## config.mk

```make
export PLATFORM = sky130hd
export DESIGN_NAME = pc_branch_unit
export DESIGN_NICKNAME = d
export VERILOG_FILES = /design/src/rtl/pc_branch_unit.sv
export SDC_FILE = /design/constraint.sdc
export NUM_CORES = 1
export LEC_CHECK = 0
export CELL_PAD_IN_SITES_DETAIL_PLACEMENT = 0
export CELL_PAD_IN_SITES_GLOBAL_PLACEMENT = 1
export CORE_MARGIN = 8
export CORE_UTILIZATION = 46
export CTS_CLUSTER_DIAMETER = 200
export DETAILED_ROUTE_END_ITERATION = 10
export DONT_BUFFER_PORTS = 1
export GPL_ROUTABILITY_DRIVEN = 0
export PLACE_DENSITY = 0.77
export SYNTH_ARGS = -nofsm -noshare
export SYNTH_HDL_FRONTEND = slang
export SYNTH_SLANG_ARGS = --single-unit
```

## constraint.sdc

```tcl
create_clock -name clock -period 2.5 [get_ports clock]
set_clock_uncertainty 0.15 [all_clocks]
set_input_delay 0.125 -clock clock [delete_from_list [all_inputs] [get_ports clock]]
set_output_delay 0.125 -clock clock [all_outputs]
set_load 0.02 [all_outputs]
```

## src/rtl/pc_branch_unit.sv

```systemverilog
// -----------------------------------------------------------------------------
// pc_branch_unit
// Program-counter and branch-resolution stage of the nRisc core. Sits right
// after the ALU, consumes its Zero flag and result, and picks the next PC
// from decoded branch / call / return / jump-register controls. A small
// circular return-address stack backs call/ret. A one-cycle flush is raised
// toward fetch/decode after every PC redirect.
//
// Ports:
//   clock        in   rising-edge clock
//   reset_n      in   asynchronous active-low reset
//   stall        in   hold all state, ignore controls, clear flush
//   br_type      in   00 none, 01 beq, 10 bne, 11 unconditional jump
//   br_offset    in   signed PC-relative offset
//   jr           in   jump to alu_out
//   call         in   push pc+1, jump pc+br_offset
//   ret          in   pop return address into pc
//   Zero         in   ALU zero flag
//   alu_out      in   ALU result (jr target)
//   pc           out  registered program counter
//   flush        out  registered, high the cycle after a redirect
//   stack_empty  out  return stack holds no entries
//   stack_full   out  return stack holds STACK_DEPTH entries
//   stack_err    out  sticky overflow/underflow flag
// -----------------------------------------------------------------------------
module pc_branch_unit #(
  parameter int              PC_W        = 8,
  parameter int              STACK_DEPTH = 4,
  parameter logic [PC_W-1:0] RESET_PC    = 8'h00
) (
  input  logic            clock,
  input  logic            reset_n,
  input  logic            stall,
  input  logic [1:0]      br_type,
  input  logic [PC_W-1:0] br_offset,
  input  logic            jr,
  input  logic            call,
  input  logic            ret,
  input  logic            Zero,
  input  logic [PC_W-1:0] alu_out,
  output logic [PC_W-1:0] pc,
  output logic            flush,
  output logic            stack_empty,
  output logic            stack_full,
  output logic            stack_err
);

  localparam int PTR_W = $clog2(STACK_DEPTH);
  localparam int CNT_W = PTR_W + 1;

  localparam logic [PC_W-1:0]  PC_ONE   = PC_W'(1'b1);
  localparam logic [PTR_W-1:0] PTR_ZERO = PTR_W'(1'b0);
  localparam logic [PTR_W-1:0] PTR_ONE  = PTR_W'(1'b1);
  localparam logic [CNT_W-1:0] CNT_ZERO = CNT_W'(1'b0);
  localparam logic [CNT_W-1:0] CNT_ONE  = CNT_W'(1'b1);
  localparam logic [CNT_W-1:0] CNT_FULL = CNT_W'(STACK_DEPTH);

  logic [PC_W-1:0]  pc_r;
  logic             flush_r;
  logic             err_r;
  logic [PTR_W-1:0] ptr_r;    // next free slot; ptr_r-1 is the top entry
  logic [CNT_W-1:0] count_r;
  logic [PC_W-1:0]  stack_r [STACK_DEPTH];

  logic [PC_W-1:0]  pc_plus1_s;
  logic [PC_W-1:0]  pc_rel_s;
  logic [PC_W-1:0]  top_entry_s;
  logic             empty_s;
  logic             full_s;
  logic             taken_s;
  logic [PC_W-1:0]  next_pc_s;
  logic             push_s;
  logic             pop_s;
  logic             redirect_s;
  logic             err_set_s;

  // Operand widths match PC_W, so plain addition is modulo 2^PC_W and the
  // two's-complement offset behaves as sign-extended.
  assign pc_plus1_s  = pc_r + PC_ONE;
  assign pc_rel_s    = pc_r + br_offset;
  assign top_entry_s = stack_r[ptr_r - PTR_ONE];
  assign empty_s     = (count_r == CNT_ZERO);
  assign full_s      = (count_r == CNT_FULL);

  // Conditional-branch resolution from br_type and the ALU Zero flag.
  always_comb begin
    taken_s = 1'b0;
    case (br_type)
      2'b01:   taken_s = Zero;
      2'b10:   taken_s = ~Zero;
      2'b11:   taken_s = 1'b1;
      default: taken_s = 1'b0;
    endcase
  end

  // Next-PC selection with fixed priority ret > call > jr > branch > +1.
  always_comb begin
    next_pc_s  = pc_r;
    push_s     = 1'b0;
    pop_s      = 1'b0;
    redirect_s = 1'b0;
    err_set_s  = 1'b0;
    if (stall) begin
      next_pc_s  = pc_r;
      redirect_s = 1'b0;
    end else if (ret) begin
      if (!empty_s) begin
        next_pc_s  = top_entry_s;
        pop_s      = 1'b1;
        redirect_s = 1'b1;
      end else begin
        // Underflow: fall through sequentially, no redirect.
        next_pc_s = pc_plus1_s;
        err_set_s = 1'b1;
      end
    end else if (call) begin
      next_pc_s  = pc_rel_s;
      push_s     = 1'b1;
      redirect_s = 1'b1;
      err_set_s  = full_s;
    end else if (jr) begin
      next_pc_s  = alu_out;
      redirect_s = 1'b1;
    end else if (taken_s) begin
      next_pc_s  = pc_rel_s;
      redirect_s = 1'b1;
    end else begin
      next_pc_s = pc_plus1_s;
    end
  end

  // PC, flush, sticky error and stack bookkeeping registers.
  always_ff @(posedge clock or negedge reset_n) begin
    if (!reset_n) begin
      pc_r    <= RESET_PC;
      flush_r <= 1'b0;
      err_r   <= 1'b0;
      ptr_r   <= PTR_ZERO;
      count_r <= CNT_ZERO;
    end else begin
      pc_r    <= next_pc_s;
      flush_r <= redirect_s;
      if (err_set_s) begin
        err_r <= 1'b1;
      end
      if (push_s) begin
        // When full the pointer already sits on the oldest entry, so the
        // wrap-around write overwrites it and count saturates.
        ptr_r <= ptr_r + PTR_ONE;
        if (!full_s) begin
          count_r <= count_r + CNT_ONE;
        end
      end else if (pop_s) begin
        ptr_r   <= ptr_r - PTR_ONE;
        count_r <= count_r - CNT_ONE;
      end
    end
  end

  // Return-address storage; contents after reset are don't-care.
  always_ff @(posedge clock) begin
    if (push_s) begin
      stack_r[ptr_r] <= pc_plus1_s;
    end
  end

  assign pc          = pc_r;
  assign flush       = flush_r;
  assign stack_empty = empty_s;
  assign stack_full  = full_s;
  assign stack_err   = err_r;

endmodule
```

==> results of run 1 <==
==> metal layers <==
layer | track usage (%) | routed length [um] | up-vias
met5 | 0 | 0 | -
met4 | 6.34 | 155 | 0
met3 | 4.56 | 580 | 14
li1 | - | - | 961
met2 | 26.2 | 3230 | 67
met1 | 21.9 | 3200 | 1039
==> sequential cells by signal, indices dropped and copies added (netlist names) <==
signal	count
stack_err	1
flush	1
pc	8
count_r	3
ptr_r	2
stack_r	32
==> logic make-up after synthesis <==
logic type | after synthesis | share of synthesized area (%)
simple gates | 72 | 13.0
compound gates | 60 | 16.3
flops | 47 | 47.4
buf+inv | 27 | 4.22
fa+ha+maj | 14 | 6.75
mux | 13 | 8.57
xor+xnor | 12 | 3.73
==> cell usage after synthesis (all sizes together) (5+ instances only) <==
library cell	count	share of area, %
edfxtp	32	34
nand2	20	2.7
inv	17	2.3
dfrtp	15	13
nor2	15	2.0
ha	12	5.3
nand3	10	2.0
a21oi	9	1.6
and3	9	2.0
o21ai	9	1.6
mux4	8	6.7
xnor2	6	1.9
xor2	6	1.9
a21o	5	1.3
buf	5	1.3
clkbuf	5	0.67
nor2b	5	1.1
==> worst paths after layout <==
path / startpoint / endpoint / slack [ns] / cells after the start
worst max-delay path: pc[0]$_DFFE_PN0N_ / pc[6]$_DFFE_PN0N_ / 0.20 / 8
worst min-delay path: call / ptr_r[0]$_DFFE_PN0P_ / 0.02 / 3
worst max register to register: pc[0]$_DFFE_PN0N_ / pc[6]$_DFFE_PN0N_ / 0.20 / 8
worst min register to register: count_r[2]$_DFFE_PN0P_ / count_r[2]$_DFFE_PN0P_ / 0.40 / 1
max in group asynchronous: reset_n / ptr_r[0]$_DFFE_PN0P_ / 1.55 / 1
min in group asynchronous: reset_n / pc[2]$_DFFE_PN0N_ / 0.17 / 1
==> area by class of cell <==
| cell class | count | area [um2] |
|---|---|---|
| Inverter | 17 | 63.8 |
| Fill cell | 537 | 2770 |
| Multi-Input combinational cell | 171 | 1370 |
| Tap cell | 75 | 93.8 |
| Sequential cell | 47 | 1340 |
| Clock inverter | 3 | 71.3 |
| Clock buffer | 5 | 68.8 |
| Timing Repair Buffer | 18 | 148 |
==> metrics by stage <==
step	cell area [um2]	util, %	cells
floorplan	2820	-	245
global placement	2960	49.9	323
detailed placement	2960	49.9	323
CTS	3150	53.1	336
global route	3150	53.2	336
finish	3150	53.2	336
==> worst register-to-register path, stage by stage (launching register included) <==
cell and delay, ns:
dfrtp_1 0.36, ha_1 0.19, inv_1 0.06, fa_1 0.37
nor2b_1 0.19, o31ai_1 0.16, a2111oi_2 0.43, a21oi_1 0.09
a221oi_2 0.21
==> repair_timing <==
action,in CTS,in global routing
hold endpoints to repair,29,0
endpoints found under the setup margin,0,1
gates resized for setup,0,2
hold buffers,5,0
==> report_power, final <==
group / leakage, uW / switching [uW] / internal, uW / total (uW)
Combinational: 0.000706 / 1110 / 804 / 1920
Clock: 0.0000703 / 286 / 406 / 692
Sequential: 0.000461 / 137 / 1100 / 1230
==> out/metrics.yaml, run 1 <==
syn_avg_cell_area_um2: 11.5
fin_crit_sh_pct: 92.1
power.leakage_uw: 0.00124
cts_setup_buffers: 0
setup_viol: 0
hpwlAfterDp_um: 5200
rsz0062_at_grt: "no"
wl_um: 7160
ys.flop_type: "edfxtp_1"
cts_tree: "done"
drc: 0
max_slew_margin_pct: 48.5
layout.nets: 299
synth_nets: 284
die-area_mm2: 0.00889
drv_cap: 0
antenna_found_initial: 0
rows: 28
grt_max_degree: 18
synth_seq_cells: 47
numClockSinks: 47
fmax_mhz: 434
synth_edf_count: 32
start_util_pct: 47.6
n_antenna_cell: 0
final_common_cell: "edfxtp_1"
tns_ns: 0
clock_path_buffers: 2
coreArea_mm2: 0.00592
wire_per_inst_um: 21.3
arrival_ns: 2.38
layout_common_cells: "edfxtp_1 (32), nand2_1 (20), inv_1 (16)"
netlist_area_mm2: 0.00282
cts.htree.levels: 2
finalHoldViolations: 0
worst-path-buf-inv: 1
grt_pass1_vias: 2146
track_usage_pct: 16.9
timing.final.ws_setup_ns: 0.197
power_density_mw_per_mm2: 1220
power.total_uw: 3840
dp_slack_ns: 0.106
ys_warn_count: 0
end_kind: "register"
numCtsBuffers: 5
cp.required_ns: 2.58
max_stage_delay_ns: 0.43
start_kind: "register"
worst-setup-path-type: "reg2reg"
cts_root_buf: "clkbuf_8"
fin_crit_ns: 2.30
cp_slowest_cell: "a2111oi_2"
max-vdd-ir-drop_uv: 635
design.portCount: 37
die_h_um: 94.3
ys_seq_area_share_pct: 47.4
outcome: "finished clean"
crit_path_max_fanout: 3
die_w_um: 94.3
slew_violations: 0
portBuffers: 0
viasPerCell: 6.19
vias: 2081
grt.overflow.total: 0
insertion_delay_ns: 0.31
async_flop_share_pct: 31.9
worstPathCellList: "ha_1 -> inv_1 -> fa_1 -> nor2b_1 -> o31ai_1 -> a2111oi_2 -> a21oi_1 -> a221oi_2"
drt.antenna.violating_nets: 0
grt_pass1_wl_um: 11400
worstHoldPathType: "in2reg"
synthCells: 245
cp_top_family: "compound AO/OA/AOI/OAI gates"
synth.distinct_cells: 59
syn_to_final_growth_pct: 11.8
clkSlewWorstSetupHoldPaths_ns: 0.10
initialDrtViolationCount: 147
drive_above_1_share_pct: 14.6
holdWs_ns: 0.0169
worstMarginPinSlew_ns: 0.770
dr.pass1.iters: 4
No activity file was read; power rests on OpenSTA's default activity.
==> run 2, diff against run 1 <==
--- a/config.mk
+++ b/config.mk
@@ -13,7 +13,7 @@
 export DETAILED_ROUTE_END_ITERATION = 10
 export DONT_BUFFER_PORTS = 1
 export GPL_ROUTABILITY_DRIVEN = 0
-export PLACE_DENSITY = 0.77
+export PLACE_DENSITY_LB_ADDON = 0.1
 export SYNTH_ARGS = -nofsm -noshare
 export SYNTH_HDL_FRONTEND = slang
 export SYNTH_SLANG_ARGS = --single-unit
==> run 2 against run 1 <==
Compared with the run above: count of clock-buffer cells in the layout is the same; clock power about the same; power down 0.64%; sequential cell count stayed put; highest routed layer unchanged.
==> out/metrics.yaml, run 2 (synthesis results as in run 1) <==
outcome: "finished clean"  # unchanged
antenna_found_initial: 0  # unchanged
min_path_cells: 4  # was 3
end_kind: "register"  # unchanged
finalHoldViolations: 0  # unchanged
drt.antenna.violating_nets: 0  # unchanged
design.portCount: 37  # unchanged
viasPerCell: 6.06  # was 6.19
fin_crit_ns: 2.30  # about the same
cts_tree: "done"  # unchanged
cts.htree.levels: 2  # unchanged
final_common_cell: "edfxtp_1"  # unchanged
worstMarginPinSlew_ns: 0.794  # was 0.770 ns
arrival_ns: 2.37  # was 2.38 ns
numCtsBuffers: 5  # unchanged
cp.required_ns: 2.57  # was 2.58 ns
dr.pass1.iters: 4  # unchanged
start_util_pct: 47.6  # unchanged
track_usage_pct: 17.2  # was 16.9%
postPlaceCellArea_mm2: 0.00293  # was 0.00296 mm2
dp_slack_ns: 0.0657  # was 0.106 ns
grt.overflow.total: 0  # unchanged
rows: 28  # unchanged
cts_root_buf: "clkbuf_8"  # unchanged
slew_violations: 0  # unchanged
max_slew_margin_pct: 46.9  # was 48.5%
worstHoldPathType: "in2reg"  # unchanged
clkSlewWorstSetupHoldPaths_ns: 0.10  # about the same
fmax_mhz: 436  # was 434 MHz
grt_pass1_vias: 2062  # was 2146
portBuffers: 0  # unchanged
worst-setup-path-type: "reg2reg"  # unchanged
wire_per_inst_um: 21.8  # was 21.3 um
fin_crit_sh_pct: 91.8  # was 92.1%
die-area_mm2: 0.00889  # unchanged
top_register: "stack_r"  # unchanged
worstHoldStart: "jr"  # was call
insertion_delay_ns: 0.31  # about the same
drive_above_1_share_pct: 13.6  # was 14.6%
vias: 2018  # was 2081
die_w_um: 94.3  # unchanged
die_h_um: 94.3  # unchanged
hpwlAfterDp_um: 5400  # was 5200 um
power.leakage_uw: 0.00122  # was 0.00124 uW
hold_path_end: "pc[4]$_DFFE_PN0N_"  # was ptr_r[0]$_DFFE_PN0P_
final_area_mm2: 0.00313  # was 0.00315 mm2
worstRegToRegCells: 8  # unchanged
final_util_pct: 52.9  # was 53.2%
wl_um: 7270  # was 7160 um
drc: 0  # unchanged
crit_path_max_fanout: 3  # unchanged
initialDrtViolationCount: 124  # was 147
grt_max_degree: 17  # was 18
clock_path_buffers: 2  # unchanged
start_kind: "register"  # unchanged
timing.final.ws_setup_ns: 0.204  # was 0.197 ns
largest_register_ffs: 32  # unchanged
numClockSinks: 47  # unchanged
tns_ns: 0  # unchanged
syn_to_final_growth_pct: 11.0  # was 11.8%
rrSetupSlack_ns: 0.20  # about the same
coreArea_mm2: 0.00592  # unchanged
power.total_uw: 3820  # was 3840 uW
power_density_mw_per_mm2: 1220  # about the same
layout.nets: 296  # was 299
grt_pass1_wl_um: 11600  # was 11400 um
rsz0062_at_grt: "no"  # unchanged
timing.rr.end: "pc[6]$_DFFE_PN0N_"  # unchanged
n_antenna_cell: 0  # unchanged
cts_setup_buffers: 0  # unchanged
setup_viol: 0  # unchanged
drv_cap: 0  # unchanged
max-vdd-ir-drop_uv: 566  # was 635 uV
layout_common_cells: "edfxtp_1 (32), nand2_1 (20), inv_1 (16)"  # unchanged
r2r-start: "pc[0]$_DFFE_PN0N_"  # unchanged
run 2: cell count changes in the layout (fill, tap and decap cells not counted):
cell,previous run,this run
buf_4,13,10
run 2: per-layer routing:
metal,track usage (%),wire length [um],vias to the layer above
li1,-,-,952
met1,22.5,3180,1007
met2,27.9,3510,55
met3,4.48,524,4
met4,3.30,55,0
met5,0,0,-
run 2: final cells by class:
cell class | count | area (um2)
Timing Repair Buffer | 15 | 125
Clock inverter | 3 | 71.3
Inverter | 17 | 63.8
Sequential cell | 47 | 1340
Fill cell | 562 | 2790
Multi-Input combinational cell | 171 | 1370
Tap cell | 75 | 93.8
Clock buffer | 5 | 68.8
run 2: worst max-delay path by stage:
stage          slack [ns]  cells past startpoint               from                end
3_3_place_gp         0.13                      8  pc[0]$_DFFE_PN0N_  pc[6]$_DFFE_PN0N_
3_5_place_dp         0.07                      8  pc[0]$_DFFE_PN0N_  pc[6]$_DFFE_PN0N_
4_1_cts              0.04                      8  pc[0]$_DFFE_PN0N_  pc[6]$_DFFE_PN0N_
5_1_grt             0.004                      8  pc[0]$_DFFE_PN0N_  pc[6]$_DFFE_PN0N_
2_1_floorplan       0.008                      8  pc[0]$_DFFE_PN0N_  pc[6]$_DFFE_PN0N_
6_report             0.20                      8  pc[0]$_DFFE_PN0N_  pc[6]$_DFFE_PN0N_
run 2: critical path, stage by stage (launching register included):
cell	delay, ns
dfrtp_1	0.37
ha_1	0.19
inv_1	0.06
fa_1	0.37
nor2b_1	0.20
o31ai_1	0.16
a2111oi_2	0.38
a21oi_1	0.09
a221oi_2	0.23
run 2: per-stage QoR:
stage | hold slack (ns) | std cells
after floorplan | -0.321 | 245
after global placement | -0.320 | 320
after detailed placement | -0.320 | 320
after CTS | 0.00977 | 333
after global routing | 0.0457 | 333
final | 0.00734 | 333
run 2: timing repair:
item	4_1_cts	5_1_grt
hold buffers	5	0
setup endpoints to repair	0	1
resized for setup	0	2
endpoints found under the hold margin	29	0
run 2: power by group:
| part | total [uW] | internal (uW) | switching (uW) |
|---|---|---|---|
| sequential | 1270 | 1100 | 171 |
| combinational | 1860 | 777 | 1090 |
| clock | 690 | 406 | 284 |
==> run 3, diff against run 2 <==
--- a/config.mk
+++ b/config.mk
@@ -12,8 +12,7 @@
 export CTS_CLUSTER_DIAMETER = 200
 export DETAILED_ROUTE_END_ITERATION = 10
 export DONT_BUFFER_PORTS = 1
-export GPL_ROUTABILITY_DRIVEN = 0
-export PLACE_DENSITY_LB_ADDON = 0.1
+export PLACE_DENSITY = 0.88
 export SYNTH_ARGS = -nofsm -noshare
 export SYNTH_HDL_FRONTEND = slang
 export SYNTH_SLANG_ARGS = --single-unit
==> run 3 against run 2 <==
Compared with the run above: cell count increased by 0.90%; via count rose by 0.20%; critical path type unchanged; non-clock buffer count up 3; register-to-register slack gained 0.03 ns; count of clock-buffer cells in the layout increased by 1; maximum frequency is 1.5% higher; critical endpoint unchanged; worst setup slack improved by 0.034 ns; highest routed layer unchanged; global-route usage is 1.3 points lower.
==> out/metrics.yaml, run 3 (synthesis results as in run 1) <==
fmax_mhz: 442  # was 436 MHz
drive_above_1_share_pct: 13.4  # was 13.6%
power_density_mw_per_mm2: 1150  # was 1220 mW/mm2
grt.overflow.total: 0  # unchanged
timing.rr.end: "pc[6]$_DFFE_PN0N_"  # unchanged
gp_congestion: 0.853
die-area_mm2: 0.00889  # unchanged
grt_pass1_wl_um: 10900  # was 11600 um
numCtsBuffers: 5  # unchanged
p_switching_uw: 1480  # was 1540 uW
crit_path_end: "pc[6]$_DFFE_PN0N_"  # unchanged
cts_root_buf: "clkbuf_8"  # unchanged
die_w_um: 94.3  # unchanged
max_stage_delay_ns: 0.43  # was 0.38 ns
end_kind: "register"  # unchanged
grt_max_degree: 16  # was 17
outcome: "finished clean"  # unchanged
p_int_uw: 2090  # was 2280 uW
die_h_um: 94.3  # unchanged
start_kind: "register"  # unchanged
n_antenna_cell: 0  # unchanged
worstRegToRegCells: 7  # was 8
finalHoldViolations: 0  # unchanged
r2r-start: "ptr_r[1]$_DFFE_PN0P_"  # was pc[0]$_DFFE_PN0N_
slew_violations: 0  # unchanged
grt_pass1_vias: 2056  # was 2062
portBuffers: 0  # unchanged
top_register: "stack_r"  # unchanged
arrival_ns: 2.27  # was 2.37 ns
layout_common_cells: "edfxtp_1 (32), nand2_1 (20), inv_1 (16)"  # unchanged
tns_ns: 0  # unchanged
wl_um: 6690  # was 7270 um
final_util_pct: 52.4  # was 52.9%
p_clk_share_pct: 12.3  # was 18.1%
track_usage_pct: 15.9  # was 17.2%
cp.required_ns: 2.51  # was 2.57 ns
start_util_pct: 47.6  # unchanged
design.portCount: 37  # unchanged
drv_cap: 0  # unchanged
max-vdd-ir-drop_uv: 870  # was 566 uV
clkSlewWorstSetupHoldPaths_ns: 0.09  # was 0.10 ns
crit_path_max_fanout: 5  # was 3
worstPathCellList: "inv_1 -> ha_1 -> mux4_2 -> nand3_2 -> o211ai_2 -> a2111oi_4 -> a221oi_2"  # was ha_1 -> inv_1 -> fa_1 -> nor2b_1 -> o31ai_1 -> a2111oi_2 -> a21oi_1 -> a221oi_2
viasPerCell: 6.02  # was 6.06
worstHoldStart: "jr"  # unchanged
drt.antenna.violating_nets: 0  # unchanged
min_path_cells: 4  # unchanged
wire_per_inst_um: 19.9  # was 21.8 um
rows: 28  # unchanged
swShare_pct: 41.4  # was 40.3%
worstHoldPathType: "in2reg"  # unchanged
max_slew_margin_pct: 49.0  # was 46.9%
hpwlAfterDp_um: 4980  # was 5400 um
worstMarginPinSlew_ns: 0.762  # was 0.794 ns
cp_slowest_cell: "dfrtp_1"  # was a2111oi_2
worstSetupStartpoint: "ptr_r[1]$_DFFE_PN0P_"  # was pc[0]$_DFFE_PN0N_
largest_register_ffs: 32  # unchanged
syn_to_final_growth_pct: 10.0  # was 11.0%
dr.pass1.iters: 4  # unchanged
layout.nets: 299  # was 296
initialDrtViolationCount: 272  # was 124
worst-setup-path-type: "reg2reg"  # unchanged
rrSetupSlack_ns: 0.24  # was 0.20 ns
coreArea_mm2: 0.00592  # unchanged
cts_setup_buffers: 0  # unchanged
setup_viol: 0  # unchanged
clock_path_buffers: 2  # unchanged
drc: 0  # unchanged
antenna_found_initial: 0  # unchanged
vias: 2022  # was 2018
final_common_cell: "edfxtp_1"  # unchanged
cts_tree: "done"  # unchanged
seqPwrFrac_pct: 34.2  # was 33.2%
numClockSinks: 47  # unchanged
power.leakage_uw: 0.00121  # was 0.00122 uW
fin_crit_sh_pct: 90.5  # was 91.8%
fin_crit_ns: 2.26  # was 2.30 ns
comb_power_share_pct: 53.6  # was 48.8%
cts.htree.levels: 2  # unchanged
rsz0062_at_grt: "no"  # unchanged
insertion_delay_ns: 0.29  # was 0.31 ns
fillCellCount: 531  # was 562
## run 3: power groups by stage
stage | sequential [uW] | combinational, uW | clock, uW
6_report | 1220 | 1910 | 439
5_1_grt | 1240 | 2100 | 475
4_1_cts | 1220 | 1910 | 461
3_5_place_dp | 1240 | 1860 | 0
3_3_place_gp | 1230 | 1830 | 0
2_1_floorplan | 1340 | 1270 | 0
## run 3: worst min-delay path by stage
stage                                  end  slack (ns)
floorplan           count_r[0]$_DFFE_PN0P_       -0.32
global placement      ptr_r[0]$_DFFE_PN0P_       -0.32
detailed placement    ptr_r[0]$_DFFE_PN0P_       -0.32
CTS                      pc[3]$_DFFE_PN0N_        0.02
global route             pc[5]$_DFFE_PN0N_        0.06
finish                   pc[4]$_DFFE_PN0N_        0.04
## run 3: metal layers
| layer | track usage [%] | vias to the layer above | routed length [um] |
|---|---|---|---|
| met1 | 21.4 | 964 | 2830 |
| met2 | 24.0 | 88 | 3120 |
| li1 | - | 963 | - |
| met3 | 4.48 | 7 | 665 |
| met4 | 4.76 | 0 | 72 |
| met5 | 0 | - | 0 |
## run 3: layout make-up
class | instances | area (um2) | area share [%]
clock buffer | 6 | 72.6 | 2.34
timing repair buffer | 18 | 153 | 4.92
clock inverter | 2 | 12.5 | 0.403
tap | 75 | 93.8 | 3.03
inverter | 17 | 63.8 | 2.06
multi-input combinational | 171 | 1370 | 44.2
sequential | 47 | 1340 | 43.1
## run 3: repair_timing
item	in CTS	in global routing
endpoints found under the hold margin	28	0
hold buffers	7	0
resized for setup	0	2
endpoints found under the setup margin	0	1
## run 3: per-stage QoR
step | worst slack (ns) | hold slack [ns] | total power [uW] | area [um2] | cells
global route | 0.0367 | 0.0607 | 3810 | 3100 | 336
global placement | 0.148 | -0.320 | 3060 | 2940 | 321
CTS | 0.0721 | 0.0209 | 3590 | 3100 | 336
detailed placement | 0.0675 | -0.320 | 3100 | 2940 | 321
floorplan | 0.00800 | -0.321 | 2610 | 2820 | 245
finish | 0.238 | 0.0369 | 3570 | 3100 | 336
## run 3: worst max-delay path, delay by kind of cell (launching register included)
family	cells	cell delay, ns
compound gates	3	0.57
flops	1	0.43
fa+ha+maj	1	0.42
mux	1	0.36
simple gates	1	0.11
buf+inv	1	0.09
